$ cat src/rtl/tx_dispatch_pkg.sv
// tx_dispatch_pkg
// Shared definitions for the transmit channel dispatcher:
//   - default sizing constants for the channel FIFOs and the burst length
//   - the dispatcher FSM state encoding
//   - onehot(): channel index to write-strobe decode
package tx_dispatch_pkg;

    localparam int NUM_CH_DEF     = 6;
    localparam int DATA_W_DEF     = 8;
    localparam int USDW_W_DEF     = 8;
    localparam int FIFO_DEPTH_DEF = 256;
    localparam int BURST_LEN_DEF  = 16;

    // Channel index width; the dispatcher supports at most 8 channels.
    localparam int CH_IDX_W = 3;

    typedef enum logic [1:0] {
        ST_IDLE  = 2'd0,
        ST_ARM   = 2'd1,
        ST_BURST = 2'd2,
        ST_DRAIN = 2'd3
    } dispatch_state_e;

    // Decode a channel index to an 8-bit one-hot vector; callers truncate to NUM_CH.
    function automatic logic [7:0] onehot(input logic [CH_IDX_W-1:0] idx);
        onehot = 8'd1 << idx;
    endfunction

endpackage

$ cat src/rtl/tx_channel_dispatch.sv
// tx_channel_dispatch
// Routes a DMA write stream into one of NUM_CH per-channel TX FIFOs in fixed
// bursts of BURST_LEN words. A burst starts only once the selected FIFO has
// room for the whole burst; the channel is latched per burst.
//
// Ports:
//   clk, reset_n     system clock, asynchronous active-low reset
//   active_channel   requested target channel (values >= NUM_CH are ignored)
//   dma_wr_req       DMA presents a word
//   dma_data         DMA write data
//   dma_ready        dispatcher accepts a word this cycle
//   ch_write_req     one-hot write strobes to the channel FIFOs
//   fifo_data        shared write data bus to all channel FIFOs
//   fifo_usdw        packed used-words, channel k at [k*USDW_W +: USDW_W]
//   fifo_wrfull      per-channel FIFO full flags
//   cur_channel      channel latched for the current or last burst
//   busy             FSM is not in IDLE
//   err_clr          clears the sticky error flags
//   ovf_err          sticky: dma_wr_req seen while dma_ready=0
//   drop_err         sticky: an accepted word was dropped on a full FIFO
//   dbg_state        current FSM state (dispatch_state_e encoding)
//
// Handshake: a word transfers in any cycle where dma_wr_req=1 and dma_ready=1.
// dma_ready is decoded from the FSM state only, never from dma_wr_req. The
// accepted word appears on fifo_data with its ch_write_req strobe exactly one
// cycle later.
//
// BURST_LEN must satisfy 1 <= BURST_LEN <= FIFO_DEPTH-1, and NUM_CH <= 8.
module tx_channel_dispatch
    import tx_dispatch_pkg::*;
#(
    parameter int NUM_CH     = NUM_CH_DEF,
    parameter int DATA_W     = DATA_W_DEF,
    parameter int USDW_W     = USDW_W_DEF,
    parameter int FIFO_DEPTH = FIFO_DEPTH_DEF,
    parameter int BURST_LEN  = BURST_LEN_DEF
) (
    input  logic                       clk,
    input  logic                       reset_n,
    input  logic [CH_IDX_W-1:0]        active_channel,
    input  logic                       dma_wr_req,
    input  logic [DATA_W-1:0]          dma_data,
    output logic                       dma_ready,
    output logic [NUM_CH-1:0]          ch_write_req,
    output logic [DATA_W-1:0]          fifo_data,
    input  logic [NUM_CH*USDW_W-1:0]   fifo_usdw,
    input  logic [NUM_CH-1:0]          fifo_wrfull,
    output logic [CH_IDX_W-1:0]        cur_channel,
    output logic                       busy,
    input  logic                       err_clr,
    output logic                       ovf_err,
    output logic                       drop_err,
    output logic [1:0]                 dbg_state
);

    localparam int CNT_W  = $clog2(BURST_LEN + 1);
    localparam int FREE_W = USDW_W + 1;

    localparam logic [CNT_W-1:0]    LAST_CNT   = CNT_W'(BURST_LEN - 1);
    localparam logic [FREE_W-1:0]   FREE_MAX   = FREE_W'(FIFO_DEPTH - 1);
    localparam logic [FREE_W-1:0]   BURST_FREE = FREE_W'(BURST_LEN);
    localparam logic [CH_IDX_W:0]   NUM_CH_EXT = (CH_IDX_W + 1)'(NUM_CH);

    dispatch_state_e       state;
    dispatch_state_e       state_nxt;
    logic [CNT_W-1:0]      burst_cnt;

    logic                  ch_valid;
    logic [USDW_W-1:0]     sel_usdw;
    logic                  sel_full;
    logic [NUM_CH-1:0]     sel_onehot;
    logic [FREE_W-1:0]     free_words;
    logic                  room_ok;
    logic                  accept;
    logic                  last_word;

    // One bit wider than the channel index so NUM_CH = 8 still compares correctly.
    assign ch_valid = ({1'b0, active_channel} < NUM_CH_EXT);

    // Select the latched channel's used-words and full flag.
    always_comb begin
        sel_usdw = '0;
        sel_full = 1'b0;
        for (int k = 0; k < NUM_CH; k++) begin
            if (cur_channel == CH_IDX_W'(k)) begin
                sel_usdw = fifo_usdw[k*USDW_W +: USDW_W];
                sel_full = fifo_wrfull[k];
            end
        end
    end

    assign sel_onehot = NUM_CH'(onehot(cur_channel));

    // One FIFO slot is held in reserve, so the usable space is DEPTH-1 - used.
    // Computed one bit wider than used-words and never negative for legal used-words.
    assign free_words = FREE_MAX - {1'b0, sel_usdw};
    assign room_ok    = (free_words >= BURST_FREE);

    assign accept    = dma_ready && dma_wr_req;
    assign last_word = accept && (burst_cnt == LAST_CNT);

    // FSM state register
    always_ff @(posedge clk or negedge reset_n) begin
        if (!reset_n) begin
            state <= ST_IDLE;
        end else begin
            state <= state_nxt;
        end
    end

    // FSM next-state logic
    always_comb begin
        state_nxt = state;
        case (state)
            ST_IDLE:  if (ch_valid)  state_nxt = ST_ARM;
            ST_ARM:   if (room_ok)   state_nxt = ST_BURST;
            ST_BURST: if (last_word) state_nxt = ST_DRAIN;
            // One idle cycle lets the FIFO used-words catch up with the last write.
            ST_DRAIN: state_nxt = ST_IDLE;
            default:  state_nxt = ST_IDLE;
        endcase
    end

    // FSM outputs, decoded from state only
    always_comb begin
        dma_ready = (state == ST_BURST);
        busy      = (state != ST_IDLE);
        dbg_state = state;
    end

    // Channel latch, burst counter and registered FIFO-side outputs
    always_ff @(posedge clk or negedge reset_n) begin
        if (!reset_n) begin
            cur_channel  <= '0;
            burst_cnt    <= '0;
            ch_write_req <= '0;
            fifo_data    <= '0;
        end else begin
            if (state == ST_IDLE && ch_valid) begin
                cur_channel <= active_channel;
            end

            if (state == ST_ARM && room_ok) begin
                burst_cnt <= '0;
            end else if (accept) begin
                burst_cnt <= burst_cnt + 1'b1;
            end

            ch_write_req <= '0;
            if (accept) begin
                fifo_data <= dma_data;
                // A full target FIFO swallows the word, but it still counts
                // toward the burst so the DMA side keeps its framing.
                if (!sel_full) begin
                    ch_write_req <= sel_onehot;
                end
            end
        end
    end

    // Sticky error flags; a set condition beats a simultaneous clear.
    always_ff @(posedge clk or negedge reset_n) begin
        if (!reset_n) begin
            ovf_err  <= 1'b0;
            drop_err <= 1'b0;
        end else begin
            if (dma_wr_req && !dma_ready) begin
                ovf_err <= 1'b1;
            end else if (err_clr) begin
                ovf_err <= 1'b0;
            end

            if (accept && sel_full) begin
                drop_err <= 1'b1;
            end else if (err_clr) begin
                drop_err <= 1'b0;
            end
        end
    end

endmodule

$ cat config.mk
export PLATFORM = sky130hd
export DESIGN_NAME = tx_channel_dispatch
export DESIGN_NICKNAME = d
export VERILOG_FILES = /design/src/rtl/tx_dispatch_pkg.sv /design/src/rtl/tx_channel_dispatch.sv
export SDC_FILE = /design/constraint.sdc
export NUM_CORES = 1
export LEC_CHECK = 0
export CAP_MARGIN = 20
export CORE_UTILIZATION = 29
export CTS_CLUSTER_DIAMETER = 200
export DETAILED_ROUTE_END_ITERATION = 6
export PLACE_DENSITY = 0.68
export SLEW_MARGIN = 20
export SYNTH_ARGS = -nofsm -noshare
export SYNTH_HDL_FRONTEND = slang
export SYNTH_SLANG_ARGS = --single-unit
$ cat constraint.sdc
create_clock -name clk -period 2.8 [get_ports clk]
set_input_delay 0.42 -clock clk [delete_from_list [all_inputs] [get_ports clk]]
set_output_delay 0.42 -clock clk [all_outputs]
set_load 0.01 [all_outputs]
# ---- Word level (Yosys, flattened, before mapping)
# Cells that the tools add are included.
dict set report totals {
  rom_bits 0
  elab_cells 61
  in_bits 69
  register_bits 26
  latchBits 0
  ramBits 0
  mem_count 0
}
dict set report op_classes {
  mul 0
  shifts 1
  add_sub_neg 2
  n_eq_ne 12
  n_bitwise 0
  n_lt_le_gt_ge 2
  n_div 0
  reduce_logical 14
  mux 23
}
# operator count
set op_table {}
lappend op_table {{$mux 8} 6}
lappend op_table {{$mux 6} 2}
lappend op_table {{$mux 5} 2}
lappend op_table {{$ge 9x5->1 const B} 1}
lappend op_table {{$mux 1} 9}
lappend op_table {{$sub 8x8->9 const A} 1}
lappend op_table {{$pmux 2 s4} 1}
lappend op_table {{$reduce_bool 2->1} 4}
lappend op_table {{$eq 3x2->1 const B} 2}
lappend op_table {{$eq 3x3->1 const B} 2}
lappend op_table {{$logic_and 1x1->1} 6}
lappend op_table {{$mux 2} 3}
lappend op_table {{$shl 1x3->6 const A} 1}
lappend op_table {{$add 5x1->5 const B} 1}
lappend op_table {{$eq 5x4->1 const B} 1}
lappend op_table {{$eq 2x2->1 const B} 2}
lappend op_table {{$ne 2x2->1 const B} 2}
lappend op_table {{$eq 3x1->1 const B} 1}
lappend op_table {{$logic_not 3->1} 1}
lappend op_table {{$lt 3x3->1 const B} 1}
lappend op_table {{$reduce_and 3->1} 1}
lappend op_table {{$eq 2x1->1 const B} 1}
lappend op_table {{$logic_not 2->1} 1}
lappend op_table {{$ne 2x1->1 const B} 1}
lappend op_table {{$logic_not 1->1} 1}

# ---- Depth between registers and ports, before layout
# Gate-level depths: netlist of the first run.
dict set report depth {
  ltp_word 11
  mapped_depth 8
}

# ---- Worst setup path before layout of the first run
# No wires, ideal clock.
dict set report synth_path {
  path_type {reg2reg}
  startpoint {register cur_channel[0]}
  endpoint {register state[1] (netlist: dbg_state[1])}
  path_buffers 1
  t_arrival_ns 1.849
  stages_incl_launch_ff 8
  period_less_slack_ns 1.974
  setup_time_ns 0.125
  setup_slack_ns 0.826
  cell_sequence {dfrtp_1 > buf_6 > and3b_1 > a311oi_1 > o41a_1 > o31ai_2 > a311oi_2 > mux2_4}
}
dict set report synth_between {
  elab_chain_len 11
}
# element line_no
set synth_rtl {}
lappend synth_rtl {{start: declaration} tx_channel_dispatch.sv:48} ;# output logic [CH_IDX_W-1:0] cur_channel,
lappend synth_rtl {{start signal: assignment} tx_channel_dispatch.sv:140} ;# cur_channel <= active_channel;
lappend synth_rtl {{$logic_not 3->1} tx_channel_dispatch.sv:85} ;# if (cur_channel == CH_IDX_W'(k)) begin
lappend synth_rtl {{$mux 8 (5 in a row)} tx_channel_dispatch.sv:85}
lappend synth_rtl {{$mux 8 *} tx_channel_dispatch.sv:85}
lappend synth_rtl {{$sub 8x8->9 *} tx_channel_dispatch.sv:96} ;# assign free_words = FREE_MAX - {1'b0, sel_usdw};
lappend synth_rtl {{$ge 9x5->1 *} tx_channel_dispatch.sv:97} ;# assign room_ok = (free_words >= BURST_FREE);
lappend synth_rtl {{$ne 2x2->1 (no source line) *} --}
lappend synth_rtl {{$reduce_and 3->1 (no source line) *} --}
lappend synth_rtl {{end signal: assignment} tx_channel_dispatch.sv:107} ;# state <= state_nxt;
lappend synth_rtl {{end: declaration} tx_channel_dispatch.sv:64} ;# dispatch_state_e state;
# Mark *: on every way between the ends. The rest lies on a longest branch, timed or not.
# A chain may end at the register's enable or synchronous reset.

# ---- Worst setup path after layout of the first run
dict set report layout_path {
  startpoint {register cur_channel[2]}
  endpoint {register state[1] (netlist: dbg_state[1])}
}
# Same word-level chain as after synthesis.

==> results of run 1 <==
power by group:
part	internal, mW	switching, mW	total (mW)
Combinational	0.565	0.402	0.967
Sequential	0.505	0.144	0.649
Clock	0.191	0.115	0.307
cell type report:
cell class              instances  area [um^2]
clock buffers                   3        41.29
clock inverters                 1        30.03
fillers                       398         2265
inverters                       8        30.03
multi-input cells              89        631.9
flip-flops and latches         26        650.6
well taps                      52        65.06
repair buffers                 71        700.7
per-stage QoR:
stage,setup slack [ns],power (mW),util (%),instances
floorplan,0.8259,1.194,-,130
global placement,0.3663,1.615,47.08,246
detailed placement,0.3639,1.629,47.08,246
CTS,0.6001,1.951,48.70,250
global route,0.5325,2.064,48.70,250
finish,0.6293,1.923,48.70,250
worst min path at each step:
stage / from / to / slack [ns] / cells after the start
2_1_floorplan: reset_n / burst_cnt[0]$_DFFE_PN0P_ / 0.12 / 0
5_1_grt: reset_n / fifo_data[1]$_DFFE_PN0P_ / 0.53 / 2
3_5_place_dp: fifo_data[3]$_DFFE_PN0P_ / fifo_data[3]$_DFFE_PN0P_ / 0.49 / 1
3_3_place_gp: fifo_data[3]$_DFFE_PN0P_ / fifo_data[3]$_DFFE_PN0P_ / 0.49 / 1
4_1_cts: reset_n / fifo_data[1]$_DFFE_PN0P_ / 0.51 / 2
6_report: reset_n / fifo_data[2]$_DFFE_PN0P_ / 0.51 / 2
synthesized netlist by cell type (3+ instances only):
library cell,count
dfrtp_1,26
nor2_1,18
nand2_1,11
mux2_2,9
inv_1,8
a21oi_1,5
ha_1,5
clkbuf_1,4
nand3b_1,4
nand4_1,3
o21ai_0,3
cell usage in the layout (no fill, tap or decap), types with 2 or more instances in the layout:
cell and count:
clkbuf_8 3, clkdlybuf4s50_1 67, a21oi_1 5, nand4_1 3, nor2_1 18, buf_4 4, nand3_1 2, inv_1 8
dfrtp_1 26, mux2_2 9, nand3b_1 4, ha_1 5, o21ai_0 3, nor3_1 2, and3_1 2, o22ai_1 2
nor3b_1 2, xor2_1 2, nand2_1 11
routing by layer:
metal	vias to the layer above	routed length [um]	track usage [%]
met2	34	1487	20.51
met4	0	31	4.667
li1	595	-	-
met1	545	1414	16.67
met5	-	0	0
met3	4	186	3.175
critical path: stages (launching register included):
cell and delay [ns]:
dfrtp_1 0.51, or2_0 0.26, mux4_1 0.47, nand2_1 0.13
o31ai_2 0.10, a311oi_2 0.27, mux2_4 0.33
registers in the layout (all words and copies together) (netlist names):
signal        count
drop_err          1
ch_write_req      6
burst_cnt         5
ovf_err           1
dbg_state         2
fifo_data         8
cur_channel       3
logic make-up (layout without fill, tap and decap cells):
group	Yosys count	count (layout)	share of synthesized area, %
xor gates and xnor gates	3	3	1.948
adders and majority gates	5	5	4.638
DFF	26	26	48.24
and+or+nand+nor	50	50	18.37
AOI/OAI and AO/OA	19	19	10.57
buffers and inverters	15	83	4.916
muxes	12	12	11.32
==> out/metrics.csv, run 1 <==
metric,value,unit
status,"complete, no violations",
hold buffers post-CTS,0,
Clock Path Buffers,2,
Final Cycle Share,77.52,%
vias in the first global route,1100,
CORE AREA,4414,um^2
n_diodes,0,
routed via count,1178,
DR WL/cell,12.48,um
RSZ-0062 raised after global routing,no,
Synth Register Bits,26,
R2R Path End,dbg_state[1]$_DFFE_PN0P_,
Fin Setup TNS,0,ns
Final setup viols,0,
Post-synth EDFFs,0,
H-tree depth,1,
CTS tree,yes,
Worst R2R Start,cur_channel[2]$_DFFE_PN0P_,
I/O pins,92,
Main synth FF type,dfrtp_1,
count of final max-slew check failures,0,
clk sinks,26,
Mapped Area,1349,um^2
# resized after CTS,0,
peak supply drop,463.5,uV
Die Area,4928,um^2
Max-cap violations,0,
Yosys warnings,0,
total clock buffers created by CTS,3,
antenna violations before repair,0,
Iter 0 DRT Violations,53,
Die W,70.20,um
register area share after synthesis,48.24,%
detailed placer's ending HPWL,2.405,mm
crit path kind,flip-flop to flip-flop,
P_leak,0.9028,nW
Syn Inst Count,130,
Fmax,0.4607,GHz
RePlAce Congestion,0.7744,
input/output buffers,67,
min Tclk post-route,2.171,ns
num rows,24,
Pre-Repair DR Iteration Count,4,
worst hold path class,primary input to asynchronous set/reset pin,
CP startpoint,cur_channel[2]$_DFFE_PN0P_,
"top cells by area, synth","dfrtp_1 48%, mux2_2 7.5%, nor2_1 5.0%, ha_1 4.6%, nand2_1 3.1%",
crit path to,dbg_state[1]$_DFFE_PN0P_,
Worst setup SP type,flip-flop,
post-CTS setup buffers,0,
max_slew headroom,60.25,%
Via density,4.712,
Syn Nets,204,
Final Hold Violating Endpoints,0,
Layout Area Growth over Synthesis,59.37,%
Setup crit end kind,flip-flop,
total congestion overflow,0,
layout cells sized above 1,10.61,%
PwrDens,894.6,nW/um^2
flop-to-flop setup slack,0.63,ns
Yosys top cell by area,dfrtp_1,
global-route wire length before repair,5.030,mm
Total GRT Usage,12.79,%
top-area cell type share of the netlist area,48.24,%
post-route cell area,2150,um^2
worst path required time,2.96,ns
root buffer cell,clkbuf_8,
worst reg2reg path depth,6,
fin nets,273,
async set-reset flop share out of synthesis,100.0,%
Setup Skew,0.005936,ns
largest net degree at the start of global routing,27,
drt drc,0,
WHS,0.5055,ns
worst-skew pair later-pin latency,0.27,ns
Worst Max-Slew Pin Slew,0.5962,ns
Netlist cell types,38,
Placed Area,2078,um^2
clock-pin slew on the worst setup and hold paths,0.09,ns
"critical path fanouts, max",12,
Routed Antenna Nets,0,
initial core utilization,30.56,%
Syn Area/Cell,10.38,um^2
Die Ht,70.20,um
Worst Path Arrival,2.34,ns
Final Routed Wirelength,3.119,mm
Power figures use the tool's default switching activity.
==> run 2, diff against run 1 <==
Settings changed: PLACE_DENSITY 0.68 to 0.71.
Clock period 2.8 ns to 1.7 ns, I/O delays scaled along.
==> run 2 against run 1 <==
Effect of this change: the flow now finishes with violations (negative setup slack); sequential power up 50%; first-iteration DRC count down 25%; sequential share of layout area down 2.4 points; global-route usage up 1.4 points; via count up 8.2%; core utilization up 4.5 points; largest cell class unchanged; highest routed layer unchanged; non-clock buffer count up 19; clock power up 30%; critical path type unchanged; clock skew down 0.0017 ns; cell area up 9.1%; combinational power up 120%; power up 82%.
==> out/metrics.csv, run 2 (synthesized netlist as in run 1, its figures left out) <==
metric,value,unit,change
n_diodes,0,,unchanged
peak supply drop,675.1,uV,was 463.5 uV
Fmax,0.5107,GHz,was 0.4607 GHz
total congestion overflow,0,,unchanged
Fillers,397,,was 398
most frequent cells in the layout,"65 x clkdlybuf4s50_1, 24 x dfrtp_1, 21 x buf_4, 15 x nor2_1, 10 x nand2_1",,"was 67 x clkdlybuf4s50_1, 26 x dfrtp_1, 18 x nor2_1, 11 x nand2_1, 9 x mux2_2"
RePlAce Congestion,0.7542,,was 0.7744
initial core utilization,30.56,%,unchanged
min Tclk post-route,1.958,ns,was 2.171 ns
Total GRT Usage,14.19,%,was 12.79%
Final Hold Violating Endpoints,0,,unchanged
worst hold path class,primary input to asynchronous set/reset pin,,unchanged
net switching power,1.231,mW,was 661.6 uW
CP startpoint,cur_channel[0]$_DFFE_PN0P_,,was cur_channel[2]$_DFFE_PN0P_
Pre-Repair DR Iteration Count,4,,unchanged
DR WL/cell,12.58,um,was 12.48 um
Max-cap violations,0,,unchanged
final worst setup slack,-0.2580,ns,was 0.6293 ns
CTS tree,yes,,unchanged
Final Cycle Share,115.2,%,was 77.52%
largest net degree at the start of global routing,27,,unchanged
Via density,4.740,,was 4.712
Seq pwr share,27.8,%,was 33.8%
failing checks,negative setup slack,,
Routed Antenna Nets,0,,unchanged
WHS,0.3538,ns,was 0.5055 ns
P_leak,0.9967,nW,was 0.9028 nW
Layout Area Growth over Synthesis,73.93,%,was 59.37%
Iter 0 DRT Violations,40,,was 53
status,"complete, but fails checks",,"was complete, no violations"
Clock Path Buffers,2,,unchanged
detailed placer's ending HPWL,2.609,mm,was 2.405 mm
I/O pins,92,,unchanged
"Most flops, register",fifo_data,,unchanged
area occupied by multi-input gates,685.7,um^2,was 631.9 um^2
worst-skew pair later-pin latency,0.27,ns,about the same
P_int,2.261,mW,was 1.261 mW
Worst Path Arrival,2.12,ns,was 2.34 ns
crit path kind,flip-flop to flip-flop,,unchanged
fin util,53.15,%,was 48.70%
max FFs per register,8,,unchanged
max_slew headroom,77.81,%,was 60.25%
Worst setup SP type,flip-flop,,unchanged
RSZ-0062 raised after global routing,yes,,was no
worst path required time,1.86,ns,was 2.96 ns
sw frac,35.25,%,was 34.41%
Worst R2R Start,cur_channel[0]$_DFFE_PN0P_,,was cur_channel[2]$_DFFE_PN0P_
Sequential Area,653.1,um^2,was 650.6 um^2
total clock buffers created by CTS,3,,unchanged
count of final max-slew check failures,0,,unchanged
Setup crit end kind,flip-flop,,unchanged
input/output buffers,67,,unchanged
Worst Max-Slew Pin Slew,0.3329,ns,was 0.5962 ns
CORE AREA,4414,um^2,unchanged
Die W,70.20,um,unchanged
Gate power share,60.8,%,was 50.3%
num rows,24,,unchanged
antenna violations before repair,0,,unchanged
Regs by FF count,"fifo_data x8, ch_write_req x6, burst_cnt x5",,unchanged
Final setup viols,7,,was 0
root buffer cell,clkbuf_8,,unchanged
Final Routed Wirelength,3.385,mm,was 3.119 mm
global-route wire length before repair,5.561,mm,was 5.030 mm
fin nets,292,,was 273
PwrDens,1488,nW/um^2,was 894.6 nW/um^2
"critical path fanouts, max",7,,was 12
Setup Skew,0.004203,ns,was 0.005936 ns
Clk pwr share,11.4,%,was 16.0%
routed via count,1275,,"was 1,178"
clk sinks,26,,unchanged
vias in the first global route,1298,,"was 1,100"
Die Ht,70.20,um,unchanged
H-tree depth,1,,unchanged
drt drc,0,,unchanged
clock-pin slew on the worst setup and hold paths,0.09,ns,about the same
"most common cell after layout, fill and taps aside",clkdlybuf4s50_1,,unchanged
Die Area,4928,um^2,unchanged
layout cells sized above 1,25.35,%,was 10.61%
[run 2: critical path, stage by stage, from the launching register on]
cell	delay [ns]
dfrtp_2	0.45
and3b_1	0.22
a311oi_1	0.05
o41a_1	0.44
o31ai_4	0.31
a311oi_2	0.08
mux2_4	0.31
[run 2: layout make-up]
class / instances / share of cell area [%]
Timing Repair Buffer: 90 / 36.53
Clock buffer: 4 / 2.347
Tap cell: 52 / 2.773
Multi-Input combinational cell: 89 / 29.23
Inverter: 8 / 1.280
Sequential cell: 26 / 27.84
[run 2: timing repair]
action	in CTS	in global routing
gates resized for setup	8	7
setup buffers	2	3
setup endpoints to repair	11	16
pin swaps	3	5
hold buffers	0	0
[run 2: worst paths after layout]
| kind | cells after the start | slack [ns] | endpoint |
|---|---|---|---|
| worst min-delay path | 2 | 0.35 | burst_cnt[2]$_DFFE_PN0P_ |
| worst max register to register | 6 | -0.26 | dbg_state[1]$_DFFE_PN0P_ |
| max in group asynchronous | 2 | 1.08 | cur_channel[1]$_DFFE_PN0P_ |
| min in group clk | 1 | 0.51 | fifo_data[0]$_DFFE_PN0P_ |
| worst min register to register | 1 | 0.51 | fifo_data[0]$_DFFE_PN0P_ |
| worst max-delay path | 6 | -0.26 | dbg_state[1]$_DFFE_PN0P_ |
[run 2: layer usage]
metal	vias to the layer above	share of wire (%)	GRT usage, %
met5	-	0	0
li1	628	-	-
met3	2	6.4	4.329
met1	598	41	15.46
met4	0	0.53	2.222
met2	47	52	27.14
[run 2: per-stage QoR]
step           TNS, ns  instances  power, mW  setup slack [ns]  area (um^2)
3_5_place_dp    -2.313        260      2.973           -0.5468         2208
2_1_floorplan  -0.3257        130      2.023           -0.2292         1374
6_report       -0.9507        269      3.491           -0.2580         2346
3_3_place_gp    -2.173        260      2.943           -0.5230         2208
4_1_cts        -0.2944        266      3.437           -0.2095         2300
5_1_grt         -2.145        269      3.740           -0.3414         2346
[run 2: power by group through the flow]
stage | Clock (mW) | Combinational, mW | Sequential, mW
finish | 0.398 | 2.12 | 0.971
global route | 0.436 | 2.30 | 1.00
CTS | 0.410 | 2.05 | 0.978
detailed placement | 0 | 1.98 | 0.994
global placement | 0 | 1.95 | 0.990
floorplan | 0 | 0.968 | 1.06
